===== config.mk =====
export PLATFORM = sky130hd
export DESIGN_NAME = pulse_gen
export DESIGN_NICKNAME = d
export VERILOG_FILES = /design/src/rtl/pulse_gen_pkg.sv /design/src/rtl/pulse_gen_cnt.sv /design/src/rtl/pulse_gen.sv
export SDC_FILE = /design/constraint.sdc
export NUM_CORES = 1
export LEC_CHECK = 0
export ABC_CLOCK_PERIOD_IN_PS = 7700
export CAP_MARGIN = 30
export CORE_MARGIN = 2
export CORE_UTILIZATION = 55
export DETAILED_ROUTE_END_ITERATION = 10
export PLACE_DENSITY_LB_ADDON = 0.25
export SETUP_SLACK_MARGIN = 0.02
export SYNTH_ARGS = -nofsm -noshare
export SYNTH_HDL_FRONTEND = slang
export SYNTH_SLANG_ARGS = --single-unit

===== constraint.sdc =====
create_clock -name clk -period 7.7 [get_ports clk]
set_clock_uncertainty 0.2 [all_clocks]
set_input_delay 2.31 -clock clk [delete_from_list [all_inputs] [get_ports clk]]
set_output_delay 2.31 -clock clk [all_outputs]
set_load 0.01 [all_outputs]

===== src/rtl/pulse_gen_pkg.sv =====
// Shared types and default parameters for the pulse_gen block.
package pulse_gen_pkg;

  typedef enum logic [1:0] {
    IDLE = 2'd0,
    RUN  = 2'd1,
    DONE = 2'd2
  } state_t;

  localparam int unsigned DEF_NCH   = 4;
  localparam int unsigned DEF_CNT_W = 8;
  localparam int unsigned DEF_NUM_W = 8;

endpackage


===== src/rtl/pulse_gen_cnt.sv =====
// Phase counter for pulse_gen: counts 0..limit-1 while enabled and flags the wrap cycle.
module pulse_gen_cnt
  import pulse_gen_pkg::*;
#(
  parameter int unsigned W = DEF_CNT_W
) (
  input  logic         clk,
  input  logic         rst_n,
  input  logic         clr,
  input  logic         en,
  input  logic [W-1:0] limit,
  output logic [W-1:0] count,
  output logic         wrap
);

  // wrap is the last phase of a period; only meaningful while counting
  assign wrap = en && (count == limit - W'(1));

  always_ff @(posedge clk) begin
    if (!rst_n) begin
      count <= '0;
    end else if (clr) begin
      count <= '0;
    end else if (en) begin
      count <= wrap ? '0 : count + W'(1);
    end
  end

endmodule


===== src/rtl/pulse_gen.sv =====
// Multi-channel periodic pulse generator with finite or free-running trains.
// Optional PULSE_GEN_TRACE_EN adds a simulation-only trace of every output change.
module pulse_gen
  import pulse_gen_pkg::*;
#(
  parameter int unsigned NCH   = DEF_NCH,
  parameter int unsigned CNT_W = DEF_CNT_W,
  parameter int unsigned NUM_W = DEF_NUM_W
) (
  input  logic             clk,
  input  logic             rst_n,
  input  logic             start,
  input  logic             abort,
  input  logic [CNT_W-1:0] period,
  input  logic [CNT_W-1:0] high_len,
  input  logic [NUM_W-1:0] num_pulses,
  input  logic [NCH-1:0]   ch_en,
  output logic [NCH-1:0]   out,
  output logic             busy,
  output logic             done,
  output logic [NUM_W-1:0] pulse_cnt
);

  state_t state, state_nxt;

  logic [CNT_W-1:0] p_q;
  logic [CNT_W-1:0] h_q;
  logic [NUM_W-1:0] n_q;
  logic [NCH-1:0]   en_q;

  logic [CNT_W-1:0] phase;
  logic [CNT_W-1:0] phase_nxt;
  logic [CNT_W-1:0] h_sel;
  logic [NCH-1:0]   mask_sel;
  logic [NCH-1:0]   out_nxt;

  logic load;
  logic cnt_clr;
  logic cnt_en;
  logic wrap;
  logic accept;
  logic last;

  assign accept = start && !abort && (period != '0);
  assign last   = wrap && (n_q != '0) && (pulse_cnt == n_q - NUM_W'(1));

  pulse_gen_cnt #(
    .W(CNT_W)
  ) u_cnt (
    .clk  (clk),
    .rst_n(rst_n),
    .clr  (cnt_clr),
    .en   (cnt_en),
    .limit(p_q),
    .count(phase),
    .wrap (wrap)
  );

  // State register
  always_ff @(posedge clk) begin
    if (!rst_n) begin
      state <= IDLE;
    end else begin
      state <= state_nxt;
    end
  end

  // Next-state and control decode
  always_comb begin
    state_nxt = state;
    load      = 1'b0;
    cnt_clr   = 1'b0;
    cnt_en    = 1'b0;
    case (state)
      IDLE: begin
        if (accept) begin
          state_nxt = RUN;
          load      = 1'b1;
          cnt_clr   = 1'b1;
        end
      end
      RUN: begin
        if (abort) begin
          state_nxt = IDLE;
          cnt_clr   = 1'b1;
        end else begin
          cnt_en = 1'b1;
          if (last) begin
            state_nxt = DONE;
          end
        end
      end
      DONE: begin
        state_nxt = IDLE;
      end
      default: begin
        state_nxt = IDLE;
      end
    endcase
  end

  // Output is registered from the phase the counter will hold next cycle
  always_comb begin
    phase_nxt = phase;
    if (cnt_clr) begin
      phase_nxt = '0;
    end else if (cnt_en) begin
      phase_nxt = wrap ? '0 : phase + CNT_W'(1);
    end
    mask_sel = load ? ch_en : en_q;
    h_sel    = load ? high_len : h_q;
    out_nxt  = '0;
    if (state_nxt == RUN) begin
      out_nxt = mask_sel & {NCH{phase_nxt < h_sel}};
    end
  end

  // Train configuration, outputs and completed-period counter
  always_ff @(posedge clk) begin
    if (!rst_n) begin
      p_q       <= '0;
      h_q       <= '0;
      n_q       <= '0;
      en_q      <= '0;
      out       <= '0;
      busy      <= 1'b0;
      done      <= 1'b0;
      pulse_cnt <= '0;
    end else begin
      if (load) begin
        p_q  <= period;
        h_q  <= high_len;
        n_q  <= num_pulses;
        en_q <= ch_en;
      end
      out  <= out_nxt;
      busy <= (state_nxt == RUN);
      done <= (state_nxt == DONE);
      if (load) begin
        pulse_cnt <= '0;
      end else if (wrap) begin
        pulse_cnt <= pulse_cnt + NUM_W'(1);
      end
    end
  end

`ifdef PULSE_GEN_TRACE_EN
  always @(out) begin
    $display("%0t pulse_gen state=%s phase=%0d out=%b", $time, state.name(), phase, out);
  end
`endif

endmodule


==> impl_results.md, run 1 <==
- Worst Hold Depth: 2
- Gpl congestion: ~0.89
- Status: finished, final reports clean
- CTS sink count: 52
- Site Rows: 25
- Hold buffers post-CTS: 0
- Crit end category: flip-flop
- Power density over cell area: 170 nW/um^2
- Core Footprint: 4750 um^2
- Most used DFF post-synth: dfxtp_1
- Input/output buffers: 45
- Simple-gate portion of the synthesized area: 24.9%
- Proportion of layout cells with a drive suffix above 1: 8.47%
- Netlist cell types: 50
- Avg Inst Size Synth: 8.80 um^2
- Crit path kind: input port to flip-flop
- Post-route ant nets: 0
- Hold Path Origin: h_q[0]$_SDFF_PN0_
- Total CTS buffers: 5
- FF+latch area: 1040 um^2
- Root buf cell: clkbuf_8
- DR DRC count: 0
- Crit-path cells: clkdlybuf4s50_1, nor3b_2, o2111ai_2, nor3_4, nor3_1, ha_1, nand4_1, nor2_1, nand2_1, a41oi_1, nor4_1
- Mux contribution to synthesized area: 5.12%
- Slowest CP cell: nor3_4
- Peak Freq: 184 MHz
- Post-Synth Adder-Cell Area: 5.49%
- Critical path's top delay family: simple AND/OR/NAND/NOR gates
- Post-CTS sizing: 0
- Total number of vias: 2,336
- Final non-filler cell total: between 400 and 500
- Final wirelength: 5.94 mm
- Max Slew Vio Count: 0
- First-pass GRT wire length: 9.84 mm
- Post-synthesis sequential area ratio: 38.0%
- Post-synth ARST share: 0%
- Multi-input gate area: approximately 1600 um^2
- Worst Path Max Fanout: 18
- Dpl cells: between 400 and 500
- Filler instances: 399
- Worst Hold Path EP: h_q[0]$_SDFF_PN0_
- Mapped Area: between 2000 and 3000 um^2
- CP bufs+invs: 1
- Area Growth Syn to Fin: 22.8%
- Total gr overflow: 0
- Final TNS setup: 0 ns
- Initial Utilization: 57.6%
- Largest family of logic cells by synthesized area: simple AND/OR/NAND/NOR gates
- Xor and xnor fraction of the mapped netlist area: under 10%
- Critical path startpoint category: input port
- R2r worst-path depth: 13
- Max incr delay on CP: about 0.68 ns
- Largest net degree at the start of global routing: between 40 and 50
- Die Y: 74.5 um
- Pleak: roughly 1.3 nW
- Slew HR: 51.7%
- Period utilization: 70.6%
- Ant diodes: 0
- R2r endpoint: out[0]$_SDFF_PN0_
- R2r setup slk: ~4 ns
- Number of synthesis warnings: 0
- Vias per std cell: 5.55
- Max VDD drop: 0.000129 V
- Max Buffers Root-to-Sink: 2
- Mapped Cells: 311
- Post-synth EDFFs: 0
- Reg-to-reg startpoint: p_q[0]$_SDFFE_PN0P_
- CTS tree: yes
- Clock latency at the later pin of the worst-skew pair: 0.31 ns
- Tightest Pin Transition: 0.722 ns
- Reg clk slew, reported paths: 0.09 ns
- Initial antenna violation count: 0
- Syn nets: 355
- Worst hold path class: flip-flop to flip-flop
- Final setup fails: 0
- Level count of the clock H-tree: 2
- Arrival time of the worst setup path: 5.43 ns
- # IOs: 46
- DR iter-0 viols: 129
- Chip width: around 75 um
- Routed WL per cell: 14.1 um
- Post-synthesis compound-gate area fraction: ~14%
- Worst Path Required: 7.69 ns
- Fin crit period: approximately 5.4 ns
- Drt first pass iters: 4
- Max cap viols: 0
- Setup Fix Bufs, Post-CTS: 0
- Tot GR Track Use: 23.2%
- Count of final hold-check violations: 0
- Die Area: around 5600 um^2
- HPWL after DPL: 4.24 mm
- RSZ-0062 raised after global routing: false
- Yosys reg bits: 52
- Vias in the first global route: 2,149
- Nets: 397
## how the worst max path moves through the flow
| stage | slack [ns] | end | depth (start not counted) | startpoint |
|---|---|---|---|---|
| global route | 1.99 | out[3]$_SDFF_PN0_ | 12 | period[5] |
| detailed placement | 1.85 | out[0]$_SDFF_PN0_ | 12 | period[4] |
| global placement | 1.97 | out[3]$_SDFF_PN0_ | 12 | period[4] |
| finish | 2.26 | out[0]$_SDFF_PN0_ | 11 | abort |
| floorplan | 2.86 | out[3]$_SDFF_PN0_ | 11 | period[4] |
| CTS | 2.15 | out[3]$_SDFF_PN0_ | 12 | period[4] |
## cells by family after synthesis
family,after synthesis
multiplexers,14
adder cells (fa/ha/maj),12
AND/OR/NAND/NOR,128
AO/OA/AOI/OAI,53
buffers and inverters,26
XOR/XNOR,26
flip-flops,52
## placed cells by master, fill, tap and decap left out, drive strengths merged, types with 2 or more instances in the layout
master,instances
a21o,2
a21oi,28
a31o,3
a32oi,2
a41oi,2
and3,6
buf,4
clkbuf,6
clkdlybuf4s50,45
dfxtp,52
ha,12
inv,12
mux2i,14
nand2,41
nand2b,2
nand3,3
nand4,8
nor2,29
nor3,14
nor4,12
nor4b,3
o211ai,2
o21ai,5
or3,4
or4,4
xnor2,13
xor2,12
## layer usage
metal	GRT usage, %	up-vias	wire length (um)
met5	0	-	0
met4	7.74	0	85
met3	3.25	8	196
met2	38.6	48	2850
met1	31.0	1093	2800
li1	-	1187	-
## cell usage after synthesis, drive strengths merged, types with 8 or more instances
cell type / n / area share, %
dfxtp: 52 / 38
nand2: 41 / 5.6
nor2: 29 / 4.0
a21oi: 28 / 5.3
mux2i: 14 / 5.1
nor3: 14 / 3.0
xnor2: 13 / 4.2
ha: 12 / 5.5
inv: 12 / 1.6
nor4: 12 / 3.2
xor2: 12 / 3.8
clkbuf: 10 / 1.4
nand4: 8 / 2.1
## area by class of cell
cell class / instances / area share (%)
well taps: 67 / 2.49
clock inverters: 2 / 1.15
multi-input cells: 233 / 47.4
clock buffers: 6 / 2.46
flip-flops and latches: 52 / 31.0
repair buffers: 49 / 14.2
inverters: 12 / 1.34
## tightest hold or removal path: cells and delay by family, from the launching register on
family | cells | cell delay (ns)
AOI/OAI and AO/OA | 1 | 0.05
DFF | 1 | 0.32
and+or+nand+nor | 1 | 0.05
## flip-flops by register name, summed over array words and instances (netlist names)
signal and flops:
busy 1, done 1, en_q 4, h_q 8
n_q 8, out 4, p_q 8, pulse_cnt 8
state 2, u_cnt.count 8
## stage by stage
step | util [%] | hold slack, ns | cell area (um^2) | total power [mW] | setup slack, ns
6_report | 70.7 | 0.265 | 3360 | 0.570 | 2.26
4_1_cts | 70.6 | 0.267 | 3360 | 0.573 | 2.15
5_1_grt | 70.7 | 0.293 | 3360 | 0.594 | 1.99
2_1_floorplan | - | 0.236 | 2740 | 0.347 | 2.86
3_3_place_gp | 68.0 | 0.243 | 3230 | 0.375 | 1.97
3_5_place_dp | 68.0 | 0.254 | 3230 | 0.378 | 1.85
## where the power goes
part | leakage [nW] | total, mW | internal (mW) | switching [mW]
clock | 0.0614 | 0.197 | 0.106 | 0.0908
combinational | 0.815 | 0.0887 | 0.0429 | 0.0458
sequential | 0.422 | 0.284 | 0.277 | 0.00725
total | 1.30 | 0.570 | 0.426 | 0.144
(Power assumes the default switching activity.)
==> inputs of run 2 (changes only) <==
--- a/config.mk
+++ b/config.mk
@@ -5,10 +5,10 @@
 export SDC_FILE = /design/constraint.sdc
 export NUM_CORES = 1
 export LEC_CHECK = 0
-export ABC_CLOCK_PERIOD_IN_PS = 7700
+export ABC_CLOCK_PERIOD_IN_PS = 4600
 export CAP_MARGIN = 30
 export CORE_MARGIN = 2
-export CORE_UTILIZATION = 55
+export CORE_UTILIZATION = 48
 export DETAILED_ROUTE_END_ITERATION = 10
 export PLACE_DENSITY_LB_ADDON = 0.25
 export SETUP_SLACK_MARGIN = 0.02
==> constraint.sdc (replaced) <==
create_clock -name clk -period 4.6 [get_ports clk]
set_clock_uncertainty 0.2 [all_clocks]
set_input_delay 1.38 -clock clk [delete_from_list [all_inputs] [get_ports clk]]
set_output_delay 1.38 -clock clk [all_outputs]
set_load 0.01 [all_outputs]
==> run 2 against run 1 <==
Compared with the run above:
- first-iteration DRC count rose by 69%
- worst hold slack got worse by 0.0015 ns
- critical endpoint is now out[3]$_SDFF_PN0_
- cell count up 2.1%
- setup slack lost 1.9 ns
- global-route usage shrank 2.0 points
- largest power group unchanged
- count of clock-buffer cells in the layout is 1 lower
- clock power grew 40%
- flip-flop and latch count unchanged
- sequential power grew 68%
==> impl_results.md, run 2 (synthesis results as in run 1) <==
- Status: finished, final reports clean
- Crit-path cells: clkdlybuf4s50_1, or4_1, o21ai_1, o21ai_0, buf_4, nor3_1, ha_1, nor2b_1, o21ai_0, o211ai_1, nor4_1
- Drt first pass iters: 4
- Vias in the first global route: 2,285
- Die Area: approximately 6300 um^2
- Most used cell along the critical path: o21ai_0
- Clock latency at the later pin of the worst-skew pair: 0.32 ns
- Level count of the clock H-tree: 2
- Crit path kind: input port to flip-flop
- First-pass GRT wire length: ~11 mm
- Root buf cell: clkbuf_8
- Most frequent cells in the layout: dfxtp_1 (52), clkdlybuf4s50_1 (45), nand2_1 (41)
- Vias per std cell: 5.52
- Final wirelength: between 6 and 7 mm
- Area Growth Syn to Fin: 23.2%
- Reg clk slew, reported paths: 0.10 ns
- Largest net degree at the start of global routing: 24
- Total gr overflow: 0
- Worst hold path class: flip-flop to flip-flop
- Die Y: a little under 80 um
- Commonest non-fill, non-tap cell in the layout: dfxtp_1
- CTS tree: yes
- Tot GR Track Use: 21.2%
- Crit end category: flip-flop
- Period utilization: 91.4%
- Total number of vias: 2,374
- Ant diodes: 0
- HPWL after DPL: roughly 4.7 mm
- Post-route ant nets: 0
- Hold buffers post-CTS: 0
- Final TNS setup: 0 ns
- Slowest CP cell: or4_1
- Hold Path Origin: h_q[0]$_SDFF_PN0_
- Final setup fails: 0
- Met3 WL post-DR: 334 um
- Top Metal Used: met4
- Worst Path Required: 4.63 ns
- Proportion of layout cells with a drive suffix above 1: 9.50%
- Slew HR: a little under 60%
- Gpl congestion: 0.865
- Max VDD drop: 0.000173 V
- # IOs: 46
- Nets: 401
- Site Rows: 27
- Reg-to-reg startpoint: p_q[0]$_SDFFE_PN0P_
- Placement Setup Slack: 0.0730 ns
- Max Slew Vio Count: 0
- CTS sink count: between 50 and 60
- Count of final hold-check violations: 0
- Initial antenna violation count: 0
- Power density over cell area: 267 nW/um^2
- R2r worst-path depth: 14
- R2r setup slk: slightly below 1 ns
- Peak Freq: 238 MHz
- DR iter-0 viols: ~220
- R2r endpoint: out[3]$_SDFF_PN0_
- Critical path startpoint category: input port
- Final non-filler cell total: 430
- Input/output buffers: 45
- FF+latch area: 1040 um^2
- Chip width: 79.5 um
- Final WS setup: 0.394 ns
- DR DRC count: 0
- Post-CTS sizing: 0
- Overall Power: 902 uW
- Final Hold Slack: 0.263 ns
- Routed WL per cell: 14.4 um
- Worst Hold Depth: 2
- Met2 wire length: approximately 2.9 mm
- Wl on met1: 2.90 mm
- Worst Hold Path EP: h_q[0]$_SDFF_PN0_
- Core Footprint: 5510 um^2
- Arrival time of the worst setup path: 4.23 ns
- Max Buffers Root-to-Sink: 2
- Fin crit period: 4.21 ns
- Tightest Pin Transition: 0.613 ns
- RSZ-0062 raised after global routing: false
- Setup Fix Bufs, Post-CTS: 0
- Max cap viols: 0
- Total CTS buffers: 5
- Max incr delay on CP: ~0.62 ns
- Pleak: 1.30 nW
- Multi-input gate area: 1590 um^2
- Worst Path Max Fanout: 12
- Filler instances: 484
- Dpl cells: 422
- Initial Utilization: around half
## run 2: per-stage QoR
| stage | utilization [%] | area, um^2 |
|---|---|---|
| after floorplan | - | 2740 |
| final | 61.2 | 3370 |
| after global routing | 61.2 | 3370 |
| after detailed placement | 59.5 | 3280 |
| after global placement | 59.5 | 3280 |
| after CTS | 61.2 | 3370 |
## run 2: worst max-delay path by stage
stage	startpoint	to	slack, ns	cells after the start
detailed placement	period[4]	out[3]$_SDFF_PN0_	0.07	11
finish	period[4]	out[3]$_SDFF_PN0_	0.39	11
floorplan	period[4]	out[3]$_SDFF_PN0_	0.69	11
global route	abort	out[3]$_SDFF_PN0_	0.13	12
global placement	abort	out[3]$_SDFF_PN0_	0.16	12
CTS	period[4]	out[3]$_SDFF_PN0_	0.40	11
## run 2: final cells by class
cell class	count	area share, %
Clock buffer	5	2.04
Clock inverter	3	0.742
Inverter	12	1.34
Multi-Input combinational cell	233	47.2
Sequential cell	52	30.9
Tap cell	72	2.67
Timing Repair Buffer	53	15.1
## run 2: worst max-delay path, delay by kind of cell
family,cells,cell delay (ns)
and+or+nand+nor,4,1.27
adders and majority gates,1,0.30
AOI/OAI and AO/OA,4,0.68
buffers and inverters,2,0.61
## run 2: power breakdown
part	switching (mW)	internal, mW
sequential	0.0120	0.464
combinational	0.0777	0.0736
clock	0.163	0.111
total	0.253	0.648
## run 2: layer usage
metal / up-vias / global-route usage (%)
li1: 1195 / -
met1: 1110 / 29.6
met2: 61 / 33.4
met3: 8 / 3.62
met4: 0 / 6.72
met5: - / 0
